[src/rtl/lut_digit_sequencer_if.sv]
// Operand/result handshake bundle for lut_digit_sequencer.
// valid/ready: a transfer happens on a rising clk edge where both are high; a
// producer holds valid and its payload stable until that edge and does not
// wait for ready before asserting valid.
interface lut_digit_sequencer_if #(
  parameter int DIGITS = 4
);
  logic                  in_valid;
  logic                  in_ready;
  logic [2*DIGITS-1:0]   in_a;
  logic [2*DIGITS-1:0]   in_b;
  logic                  out_valid;
  logic                  out_ready;
  logic [2*DIGITS-1:0]   out_data;

  modport master (
    output in_valid, in_a, in_b, out_ready,
    input  in_ready, out_valid, out_data
  );

  modport slave (
    input  in_valid, in_a, in_b, out_ready,
    output in_ready, out_valid, out_data
  );
endinterface

[src/rtl/lut_digit_sequencer.sv]
// Walks two multi-digit operands through an external 2-bit LUT ROM one digit
// pair per cycle (LSB first) and assembles the per-digit results into one word.
module lut_digit_sequencer #(
  parameter int DIGITS = 4,
  parameter int CNT_W  = (DIGITS > 1) ? $clog2(DIGITS) : 1
) (
  input  logic                  clk,
  input  logic                  rst_n,
  lut_digit_sequencer_if.slave  io,
  output logic [3:0]            lut_addr,
  input  logic [1:0]            lut_data,
  output logic                  busy,
  output logic [1:0]            dbg_state
);

  localparam logic [1:0] IDLE = 2'd0;
  localparam logic [1:0] RUN  = 2'd1;
  localparam logic [1:0] DONE = 2'd2;

  localparam logic [CNT_W-1:0] LAST = CNT_W'(DIGITS - 1);

  logic [1:0]          state_q, state_d;
  logic [CNT_W-1:0]    cnt_q, cnt_d;
  logic [2*DIGITS-1:0] a_q, a_d;
  logic [2*DIGITS-1:0] b_q, b_d;
  logic [2*DIGITS-1:0] out_data_q, out_data_d;
  logic                out_valid_q, out_valid_d;
  logic [1:0]          a_dig, b_dig;

  // Digit pair selected by the counter; only meaningful while in RUN.
  always_comb begin
    a_dig = 2'b00;
    b_dig = 2'b00;
    for (int i = 0; i < DIGITS; i++) begin
      if (cnt_q == CNT_W'(i)) begin
        a_dig = a_q[2*i +: 2];
        b_dig = b_q[2*i +: 2];
      end
    end
  end

  always_comb begin
    lut_addr = 4'b0000;
    if (state_q == RUN) lut_addr = {a_dig, b_dig};
  end

  always_comb begin
    state_d     = state_q;
    cnt_d       = cnt_q;
    a_d         = a_q;
    b_d         = b_q;
    out_data_d  = out_data_q;
    out_valid_d = out_valid_q;
    case (state_q)
      IDLE: begin
        if (io.in_valid) begin
          a_d     = io.in_a;
          b_d     = io.in_b;
          cnt_d   = '0;
          state_d = RUN;
        end
      end
      RUN: begin
        for (int i = 0; i < DIGITS; i++) begin
          if (cnt_q == CNT_W'(i)) out_data_d[2*i +: 2] = lut_data;
        end
        // Final digit: stop here instead of letting the counter wrap.
        if (cnt_q == LAST) begin
          cnt_d       = '0;
          state_d     = DONE;
          out_valid_d = 1'b1;
        end else begin
          cnt_d = cnt_q + CNT_W'(1);
        end
      end
      DONE: begin
        if (io.out_ready) begin
          state_d     = IDLE;
          out_valid_d = 1'b0;
        end
      end
      default: begin
        state_d     = IDLE;
        out_valid_d = 1'b0;
      end
    endcase
  end

  always_ff @(posedge clk or negedge rst_n) begin
    if (!rst_n) begin
      state_q     <= IDLE;
      cnt_q       <= '0;
      a_q         <= '0;
      b_q         <= '0;
      out_data_q  <= '0;
      out_valid_q <= 1'b0;
    end else begin
      state_q     <= state_d;
      cnt_q       <= cnt_d;
      a_q         <= a_d;
      b_q         <= b_d;
      out_data_q  <= out_data_d;
      out_valid_q <= out_valid_d;
    end
  end

  assign io.in_ready  = (state_q == IDLE);
  assign io.out_valid = out_valid_q;
  assign io.out_data  = out_data_q;
  assign busy         = (state_q == RUN) || (state_q == DONE);
  assign dbg_state    = state_q;

endmodule
[src/flat_wrapper.sv]
// flat-port wrapper written by rule: the top's interface ports become plain ports
module lut_digit_sequencer_flat 
#(
  parameter int DIGITS = 4,
  parameter int CNT_W  = (DIGITS > 1) ? $clog2(DIGITS) : 1
)
  (clk, rst_n, lut_addr, lut_data, busy, dbg_state, io_in_valid, io_in_a, io_in_b, io_out_ready, io_in_ready, io_out_valid, io_out_data);
  lut_digit_sequencer_if #(.DIGITS(DIGITS)) io_i ();
  input  logic clk;
  input  logic rst_n;
  output logic [3:0] lut_addr;
  input  logic [1:0] lut_data;
  output logic busy;
  output logic [1:0] dbg_state;
  input wire logic [$bits(io_i.in_valid)-1:0] io_in_valid;
  input wire logic [$bits(io_i.in_a)-1:0] io_in_a;
  input wire logic [$bits(io_i.in_b)-1:0] io_in_b;
  input wire logic [$bits(io_i.out_ready)-1:0] io_out_ready;
  output wire logic [$bits(io_i.in_ready)-1:0] io_in_ready;
  output wire logic [$bits(io_i.out_valid)-1:0] io_out_valid;
  output wire logic [$bits(io_i.out_data)-1:0] io_out_data;
  assign io_i.in_valid = io_in_valid;
  assign io_i.in_a = io_in_a;
  assign io_i.in_b = io_in_b;
  assign io_i.out_ready = io_out_ready;
  assign io_in_ready = io_i.in_ready;
  assign io_out_valid = io_i.out_valid;
  assign io_out_data = io_i.out_data;
  lut_digit_sequencer #(.DIGITS(DIGITS), .CNT_W(CNT_W)) u_core (.clk(clk), .rst_n(rst_n), .io(io_i), .lut_addr(lut_addr), .lut_data(lut_data), .busy(busy), .dbg_state(dbg_state));
endmodule
[config.mk]
export PLATFORM = sky130hd
export DESIGN_NAME = lut_digit_sequencer_flat
export DESIGN_NICKNAME = d
export VERILOG_FILES = /design/src/rtl/lut_digit_sequencer_if.sv /design/src/rtl/lut_digit_sequencer.sv /design/src/flat_wrapper.sv
export SDC_FILE = /design/constraint.sdc
export NUM_CORES = 1
export LEC_CHECK = 0
export BUFFER_PORTS_ARGS = -buffer_cell sky130_fd_sc_hd__clkbuf_2
export CORE_ASPECT_RATIO = 1.75
export CORE_MARGIN = 4
export CORE_UTILIZATION = 45
export DETAILED_ROUTE_END_ITERATION = 16
export PLACE_DENSITY_LB_ADDON = 0.15
export REMOVE_ABC_BUFFERS = 1
export SLEW_MARGIN = 20
export SYNTH_ARGS = -nofsm -noshare
export SYNTH_HDL_FRONTEND = slang
export SYNTH_SLANG_ARGS = --single-unit
[constraint.sdc]
create_clock -name clk -period 1.5 [get_ports clk]
set_input_delay 0.225 -clock clk [delete_from_list [all_inputs] [get_ports clk]]
set_output_delay 0.225 -clock clk [all_outputs]
set_load 0.05 [all_outputs]
Yosys cells after proc, flatten, opt, wreduce, memory -nomap -nowiden
Index checks and enable logic that the tools add are counted.

word-level totals
  output and inout bits = 17
  bits of input ports = 22
  RAM bits = 0
  word-level logic and storage cells = 50
  bits in latches = 0
  memory bits (read-only) = 0
  memories = 0
  flip-flop bits (word level) = 29

operators by class
  bitwise logic cells = 1
  multiply operators = 0
  order comparisons = 0
  multiplexer cells = 19
  shift operators = 0
  equality and inequality tests = 8
  add/subtract/negate cells = 1
  reduce and logical (&&, ||, !) cells = 12
  div/mod/pow operators = 0

operators by type and width
  operator                                       number
  two-way mux 2 bit                              13
  AND reduction 2 bit                            6
  == test 2 bit, second input constant           3
  case mux 2 bit (3 select lines)                1
  AND reduction 3 bit                            2
  == test 2 x 1 -> 1 bit, second input constant  2
  zero test 2 bit                                2
  two-way mux 4 bit                              1
  != test 2 bit, second input constant           2
  case mux 2 bit (2 select lines)                1
  case mux 1 bit (3 select lines)                1
  adder 2 x 1 -> 2 bit, second input constant    1
  two-way mux 1 bit                              2
  != test 2 x 1 -> 1 bit, second input constant  1
  nonzero test 2 bit                             1
  logical OR 1 bit                               1
  inverter 1 bit                                 1

Depth between registers and ports, before layout
Gate-level depths: netlist of the first run.

  depth in word-level cells = 6
  mapped depth = 6
  mapped depth without buffers = 5

Worst setup path before layout of the first run
Ideal clock, no wire load.

  path kind = register to output
  start point = register u_core.state_q[0] (netlist: u_core.dbg_state[0])
  end point = output lut_addr[2]
  buffers on the path = 0
  arrival = 2.334 ns
  stages on the path, launching flop included = 5
  setup slack = -1.059 ns
  required time = 1.275 ns
  cells stage by stage = dfrtp_1 > ha_1 > nor2b_1 > o21ai_0 > o21ai_0

on the way
  cells in the longest elaborated chain, start to end = 2

ends and longest elaborated chain
  element                 line                       RTL
  from (decl)             lut_digit_sequencer.sv:22  logic [1:0] state_q, state_d;
  from (signal assigned)  lut_digit_sequencer.sv:98  state_q <= state_d;
  == test 2 x 1 -> 1 bit  lut_digit_sequencer.sv:44  if (state_q == RUN) lut_addr = {a_dig, b_dig};
  two-way mux 4 bit       lut_digit_sequencer.sv:44
  to (decl)               flat_wrapper.sv:11         output logic [3:0] lut_addr;

No other way between the ends.

Worst setup path after layout of the first run
  start point = register u_core.cnt_q[1]
  end point = output lut_addr[1]

on the way
  cells in the longest elaborated chain, start to end = 6
  elaborated cells between the ends (all ways) = 9
  classes of those cells = eq/ne: 3; mux: 5; reduce/logical: 1

ends and longest elaborated chain
  element                          line                       RTL
  from (decl)                      lut_digit_sequencer.sv:23  logic [CNT_W-1:0] cnt_q, cnt_d;
  from (signal assigned)           lut_digit_sequencer.sv:99  cnt_q <= cnt_d;
  zero test 2 bit                  lut_digit_sequencer.sv:35  if (cnt_q == CNT_W'(i)) begin
  two-way mux 2 bit (3 in series)  lut_digit_sequencer.sv:35
  two-way mux 2 bit (*)            lut_digit_sequencer.sv:35
  two-way mux 4 bit (*)            lut_digit_sequencer.sv:44

Every way passes the cells marked *; elsewhere a longest branch is shown, timed or not.

==> out/results.txt, run 1 <==
Final worst-path cycle share -> 130%
Placed wire-length estimate -> 2410 um
DRT Pass-1 Iters -> 4
Mapped cell area -> 1370 um^2
Status -> finished, violations left
Max-slew violation count -> 0
Number of diodes -> 0
Post-synth EDFFs -> 0
Global-route wire length before repair -> 5940 um
Synth cell count leaders -> 29 x dfrtp_1, 24 x mux2_2, 7 x ha_1
Worst EP arrival -> 1.73 ns
CTS max path bufs -> 2
Max-cap violations -> 0
ANT nets after route -> 0
Synth Instances -> 107
Register area share after synthesis -> 53.0%
Final Setup Violations -> 7
Synthesized flop and latch total -> 29
Final min period -> 1.95 ns
Synth warnings -> 0
RSZ-0062 raised after global routing -> yes
Most used DFF post-synth -> dfrtp_1
Initial DRC Count -> 22
Clock Latency Late Sink -> 0.28 ns
Worst Hold Class -> primary input to async pin
Critical Path End Type -> primary output
Worst setup margin -> -0.450 ns
Failing checks -> negative hold slack, negative setup slack
Area leader, netlist -> dfrtp_1
Die height -> 81.0 um
WL/cell -> 19.2 um
Final WL -> 3880 um
Count leader, synth -> dfrtp_1
Area after DPL -> 1720 um^2
CTS tree -> yes
# rows -> 26
Initial antenna violation count -> 0
Area delta synth->final -> 64.7%
Max transition margin -> 51.2%
Die ar. -> 4030 um^2
Unique cell type count in the Yosys netlist -> 23
Root Buffer -> clkbuf_8
WHS -> -0.00553 ns
Num CTS Buffers -> 5
Crit path required time -> 1.27 ns
Vias in the first global route -> 1220
Fin util -> 77.1%
GR Util All Layers -> 20.1%
I/O Buffers -> 38
Slew @ Worst Pin -> 0.731 ns
Finished Cell Area -> 2260 um^2
Share of layout cells above drive strength 1 -> 70.1%
Clk_skew -> 0.00678 ns
Initial core utilization -> 46.8%
Routed vias/inst -> 5.69
Gpl congestion -> 0.745
Post-Syn Area per Cell -> 12.8 um^2
Ports -> 39
Clk sink count -> 29
Critical Path Start Type -> flip-flop
Top achievable clock speed -> 513 MHz
Nets -> 203
Grt ovf -> 0
Synth top area cells -> dfrtp_1 53%, mux2_2 20%, ha_1 6.4%, nor2b_1 2.7%, a221oi_1 2.6%
Maximum fanout along the worst path -> 6
Die width -> 49.7 um
Via count -> 1149
Largest net degree at the start of global routing -> 30
WS Path Type -> flip-flop to primary output
Top-area cell type share of the netlist area -> 53.0%
Clock-pin transition on the worst setup and hold timing paths -> 0.06 ns
Htree depth -> 2
Hold_buf cts -> 0
Asr flop ratio synth -> 100%
Final Hold Viols -> 5
CORE AREA -> 2930 um^2
Drt drc -> 0
==> layout by cell type (no fill, tap or decap), types with 3 or more instances in the layout <==
cell type / count
clkbuf_2: 32
dfrtp_1: 28
mux2_4: 16
buf_4: 15
buf_6: 10
mux2_2: 8
clkbuf_8: 7
o21ai_1: 6
ha_4: 5
a221oi_4: 4
inv_2: 3
nor2b_1: 3
o2bb2ai_2: 3
nand2_2: 3
buf_12: 3
==> critical path, stage by stage (launching register included) <==
cell       delay (ns)
dfrtp_1          0.42
inv_2            0.08
ha_4             0.19
buf_4            0.14
a221oi_4         0.32
o2bb2ai_2        0.14
buf_12           0.16
==> metal layers <==
metal	routed length [um]	GRT usage, %	vias up	share of wire, %
li1	-	-	518	-
met1	1350	20.2	573	35
met2	2160	36.7	42	56
met3	188	5.14	16	4.8
met4	181	11.4	0	4.7
met5	0	0	-	0
==> flip-flops by register name, indices dropped and copies added, names as in the netlist <==
name                 count
u_core.io.out_valid      1
u_core.dbg_state         2
u_core.io.out_data       8
u_core.b_q               8
u_core.a_q               8
u_core.cnt_q             2
==> cell type report <==
class / instances / area [um^2]
multi-input cells: 69 / 885
well taps: 28 / 35.0
clock buffers: 7 / 86.3
inverters: 6 / 25.0
repair buffers: 63 / 499
fillers: 190 / 671
flip-flops and latches: 29 / 727
==> path summary, 6_finish.rpt <==
path,from,endpoint,slack (ns),cells after the start
hold reg to reg,u_core.b_q[1],u_core.b_q[1],0.50,1
hold / removal,rst_n,u_core.b_q[3],-0.006,1
max in group asynchronous,rst_n,u_core.cnt_q[0],0.99,1
setup reg to reg,u_core.dbg_state[0],u_core.cnt_q[1],-0.01,6
min in group clk,io_in_a[6],u_core.a_q[6],0.17,2
setup / recovery,u_core.cnt_q[1],lut_addr[1],-0.45,6
==> stage by stage <==
stage / cells / setup WS, ns / TNS [ns]
after floorplan: 104 / -1.25 / -15.67
after global placement: 184 / -0.301 / -1.28
after detailed placement: 184 / -0.331 / -1.84
after CTS: 200 / -0.366 / -1.38
after global routing: 202 / -0.529 / -2.52
final: 202 / -0.450 / -1.68
==> cell families (layout without fill, tap and decap cells) <==
group	Yosys count	after routing	synth area share, %
AOI/OAI and AO/OA	20	20	10.5
adders and majority gates	7	7	6.39
buffers and inverters	9	76	3.20
DFF	29	29	53.0
muxes	24	24	19.7
and+or+nand+nor	18	18	7.22
==> repair_timing <==
item / CTS / global route
setup buffers: 10 / 3
pin swaps: 10 / 4
setup endpoints to repair: 27 / 35
resized for setup: 45 / 42
Power of run 1 is not shown: default switching activity piles up to over one toggle a cycle in this logic, so the estimate is an artifact.
==> run 2: changes to the inputs <==
--- a/config.mk
+++ b/config.mk
@@ -6,9 +6,11 @@
 export NUM_CORES = 1
 export LEC_CHECK = 0
 export BUFFER_PORTS_ARGS = -buffer_cell sky130_fd_sc_hd__clkbuf_2
+export CAP_MARGIN = 10
 export CORE_ASPECT_RATIO = 1.75
 export CORE_MARGIN = 4
 export CORE_UTILIZATION = 45
+export CTS_CLUSTER_SIZE = 14
 export DETAILED_ROUTE_END_ITERATION = 16
 export PLACE_DENSITY_LB_ADDON = 0.15
 export REMOVE_ABC_BUFFERS = 1
==> constraint.sdc (replaced) <==
create_clock -name clk -period 1.5 [get_ports clk]
set_input_delay 0.225 -clock clk [delete_from_list [all_inputs] [get_ports clk]]
set_output_delay 0.225 -clock clk [all_outputs]
set_load 0.1 [all_outputs]
==> run 2 against run 1 <==
The flow still finishes with violations (negative hold slack, negative setup slack). Die area is the same. Clock-buffer cell count is 1 lower. Core utilization decreased by 5.4 points. Clock skew fell by 0.0021 ns. Non-clock buffer count down 8.
==> out/results.txt, run 2 (same netlist as run 1, synthesis figures left out) <==
Grt ovf -> 0 (unchanged)
Initial core utilization -> 46.8% (unchanged)
Clock-pin transition on the worst setup and hold timing paths -> 0.06 ns (about the same)
Placed wire-length estimate -> 2350 um (was 2410 um)
WP depth -> 7 (was 6)
Ports -> 39 (unchanged)
Initial DRC Count -> 10 (was 22)
Critical Path Start Type -> flip-flop (unchanged)
CTS max path bufs -> 2 (unchanged)
Commonest non-fill, non-tap cell in the layout -> clkbuf_2 (unchanged)
Top achievable clock speed -> 511 MHz (was 513 MHz)
RSZ-0062 raised after global routing -> yes (unchanged)
Clock Latency Late Sink -> 0.27 ns (was 0.28 ns)
Initial antenna violation count -> 0 (unchanged)
Area delta synth->final -> 53.2% (was 64.7%)
Area after DPL -> 1760 um^2 (was 1720 um^2)
Die height -> 81.0 um (unchanged)
Final min period -> 1.96 ns (was 1.95 ns)
Gpl congestion -> 0.753 (was 0.745)
Crit path from -> u_core.cnt_q[1] (unchanged)
CORE AREA -> 2930 um^2 (unchanged)
DRT Pass-1 Iters -> 4 (unchanged)
Hold_buf cts -> 0 (unchanged)
CTS tree -> yes (unchanged)
Slew @ Worst Pin -> 0.720 ns (was 0.731 ns)
Critical Path End Type -> primary output (unchanged)
Max-cap violations -> 0 (unchanged)
ANT nets after route -> 0 (unchanged)
Final Hold Viols -> 2 (was 5)
Status -> finished, violations left (unchanged)
Share of layout cells above drive strength 1 -> 67.1% (was 70.1%)
Max incr delay on CP -> 0.41 ns (was 0.42 ns)
Max transition margin -> 52.0% (was 51.2%)
Via count -> 1085 (was 1149)
Bufs and invs on worst path -> 3 (unchanged)
Routed vias/inst -> 5.56 (was 5.69)
WS Path Type -> flip-flop to primary output (unchanged)
Crit path required time -> 1.27 ns (about the same)
Root Buffer -> clkbuf_8 (unchanged)
Die width -> 49.7 um (unchanged)
Maximum fanout along the worst path -> 7 (was 6)
Die ar. -> 4030 um^2 (unchanged)
Nets -> 195 (was 203)
CP dominant cell by count -> buf_12
Worst Hold Class -> primary input to async pin (unchanged)
WHS -> -0.000863 ns (was -0.00553 ns)
Crit-path cells -> inv_2, ha_4, buf_12, nor2b_4, a221oi_4, o2bb2ai_2, buf_12 (was inv_2, ha_4, buf_4, a221oi_4, o2bb2ai_2, buf_12)
Htree depth -> 2 (unchanged)
Worst EP arrival -> 1.73 ns (about the same)
Crit path max-delay family -> buffers and inverters (was compound AO/OA/AOI/OAI gates)
Commonest non-fill, non-tap cells in the layout -> 30 x clkbuf_2, 28 x dfrtp_1, 22 x mux2_2, 16 x buf_4, 8 x buf_12 (was 32 x clkbuf_2, 28 x dfrtp_1, 16 x mux2_4, 15 x buf_4, 10 x buf_6)
Final WL -> 3390 um (was 3880 um)
Critical register-to-register path startpoint -> u_core.cnt_q[0] (was u_core.dbg_state[0])
# rows -> 26 (unchanged)
Worst setup margin -> -0.456 ns (was -0.450 ns)
R2R depth -> 6 (unchanged)
Finished Cell Area -> 2100 um^2 (was 2260 um^2)
Max-slew violation count -> 0 (unchanged)
Clk sink count -> 29 (unchanged)
Drt drc -> 0 (unchanged)
Num CTS Buffers -> 5 (unchanged)
Number of diodes -> 0 (unchanged)
Largest net degree at the start of global routing -> 30 (unchanged)
GR Util All Layers -> 17.4% (was 20.1%)
Critical path's slowest cell -> dfrtp_1 (unchanged)
I/O Buffers -> 38 (unchanged)
WL/cell -> 17.4 um (was 19.2 um)
Vias in the first global route -> 1175 (was 1220)
Final Setup Violations -> 11 (was 7)
Failing checks -> negative hold slack, negative setup slack (unchanged)
Global-route wire length before repair -> 5260 um (was 5940 um)
Final worst-path cycle share -> 130% (about the same)
Fillers -> 198 (was 190)
Clk_skew -> 0.00471 ns (was 0.00678 ns)
[run 2: cell count changes in the layout (fill, tap and decap cells not counted), sizes merged]
cell / change
clkinv: +2
clkbuf: -5
buf: -4
[run 2: final timing paths]
path                       slack, ns               endpoint
min in group clk                0.18          u_core.a_q[2]
min                          -0.0009          u_core.a_q[2]
max in group asynchronous       1.00        u_core.cnt_q[0]
max reg2reg                    -0.03  u_core.io.out_data[2]
max                            -0.46            lut_addr[0]
min reg2reg                     0.51  u_core.io.out_data[5]
[run 2: area by class of cell]
type / instances / area [um^2] / area share (%)
Inverter: 6 / 22.5 / 1.07
Sequential cell: 29 / 727 / 34.6
Multi-Input combinational cell: 69 / 790 / 37.6
Clock inverter: 2 / 10.0 / 0.477
Timing Repair Buffer: 55 / 442 / 21.0
Tap cell: 28 / 35.0 / 1.67
Clock buffer: 6 / 72.6 / 3.46
[run 2: what timing repair did]
item	in CTS	in global routing
resized for setup	28	19
pin swaps	8	9
endpoints found under the setup margin	16	27
setup buffers	4	3
[run 2: metal layers]
| layer | global-route usage (%) | routed length [um] | vias up |
|---|---|---|---|
| li1 | - | - | 499 |
| met1 | 18.7 | 1240 | 534 |
| met2 | 30.9 | 1850 | 44 |
| met3 | 4.59 | 190 | 8 |
| met4 | 9.14 | 101 | 0 |
| met5 | 0 | 0 | - |
[run 2: per-stage QoR]
| stage | hold WS (ns) | setup WS, ns | utilization (%) | setup TNS (ns) | std cells |
|---|---|---|---|---|---|
| final | -0.000863 | -0.456 | 71.7 | -2.07 | 195 |
| after global routing | 0.0456 | -0.506 | 71.7 | -2.60 | 195 |
| after CTS | 0.0145 | -0.414 | 67.8 | -2.02 | 192 |
| after detailed placement | 0.310 | -0.359 | 60.0 | -1.37 | 180 |
| after global placement | 0.300 | -0.306 | 60.0 | -1.12 | 180 |
| after floorplan | -0.0706 | -2.61 | - | -37.65 | 104 |
[run 2: worst register-to-register path, delay by kind of cell, from the launching register on]
kind,cells,cell delay [ns]
multiplexers,1,0.29
buffers and inverters,3,0.42
adder cells (fa/ha/maj),1,0.20
AND/OR/NAND/NOR,1,0.06
flip-flops,1,0.45
Power of run 2 is left out for the same reason.
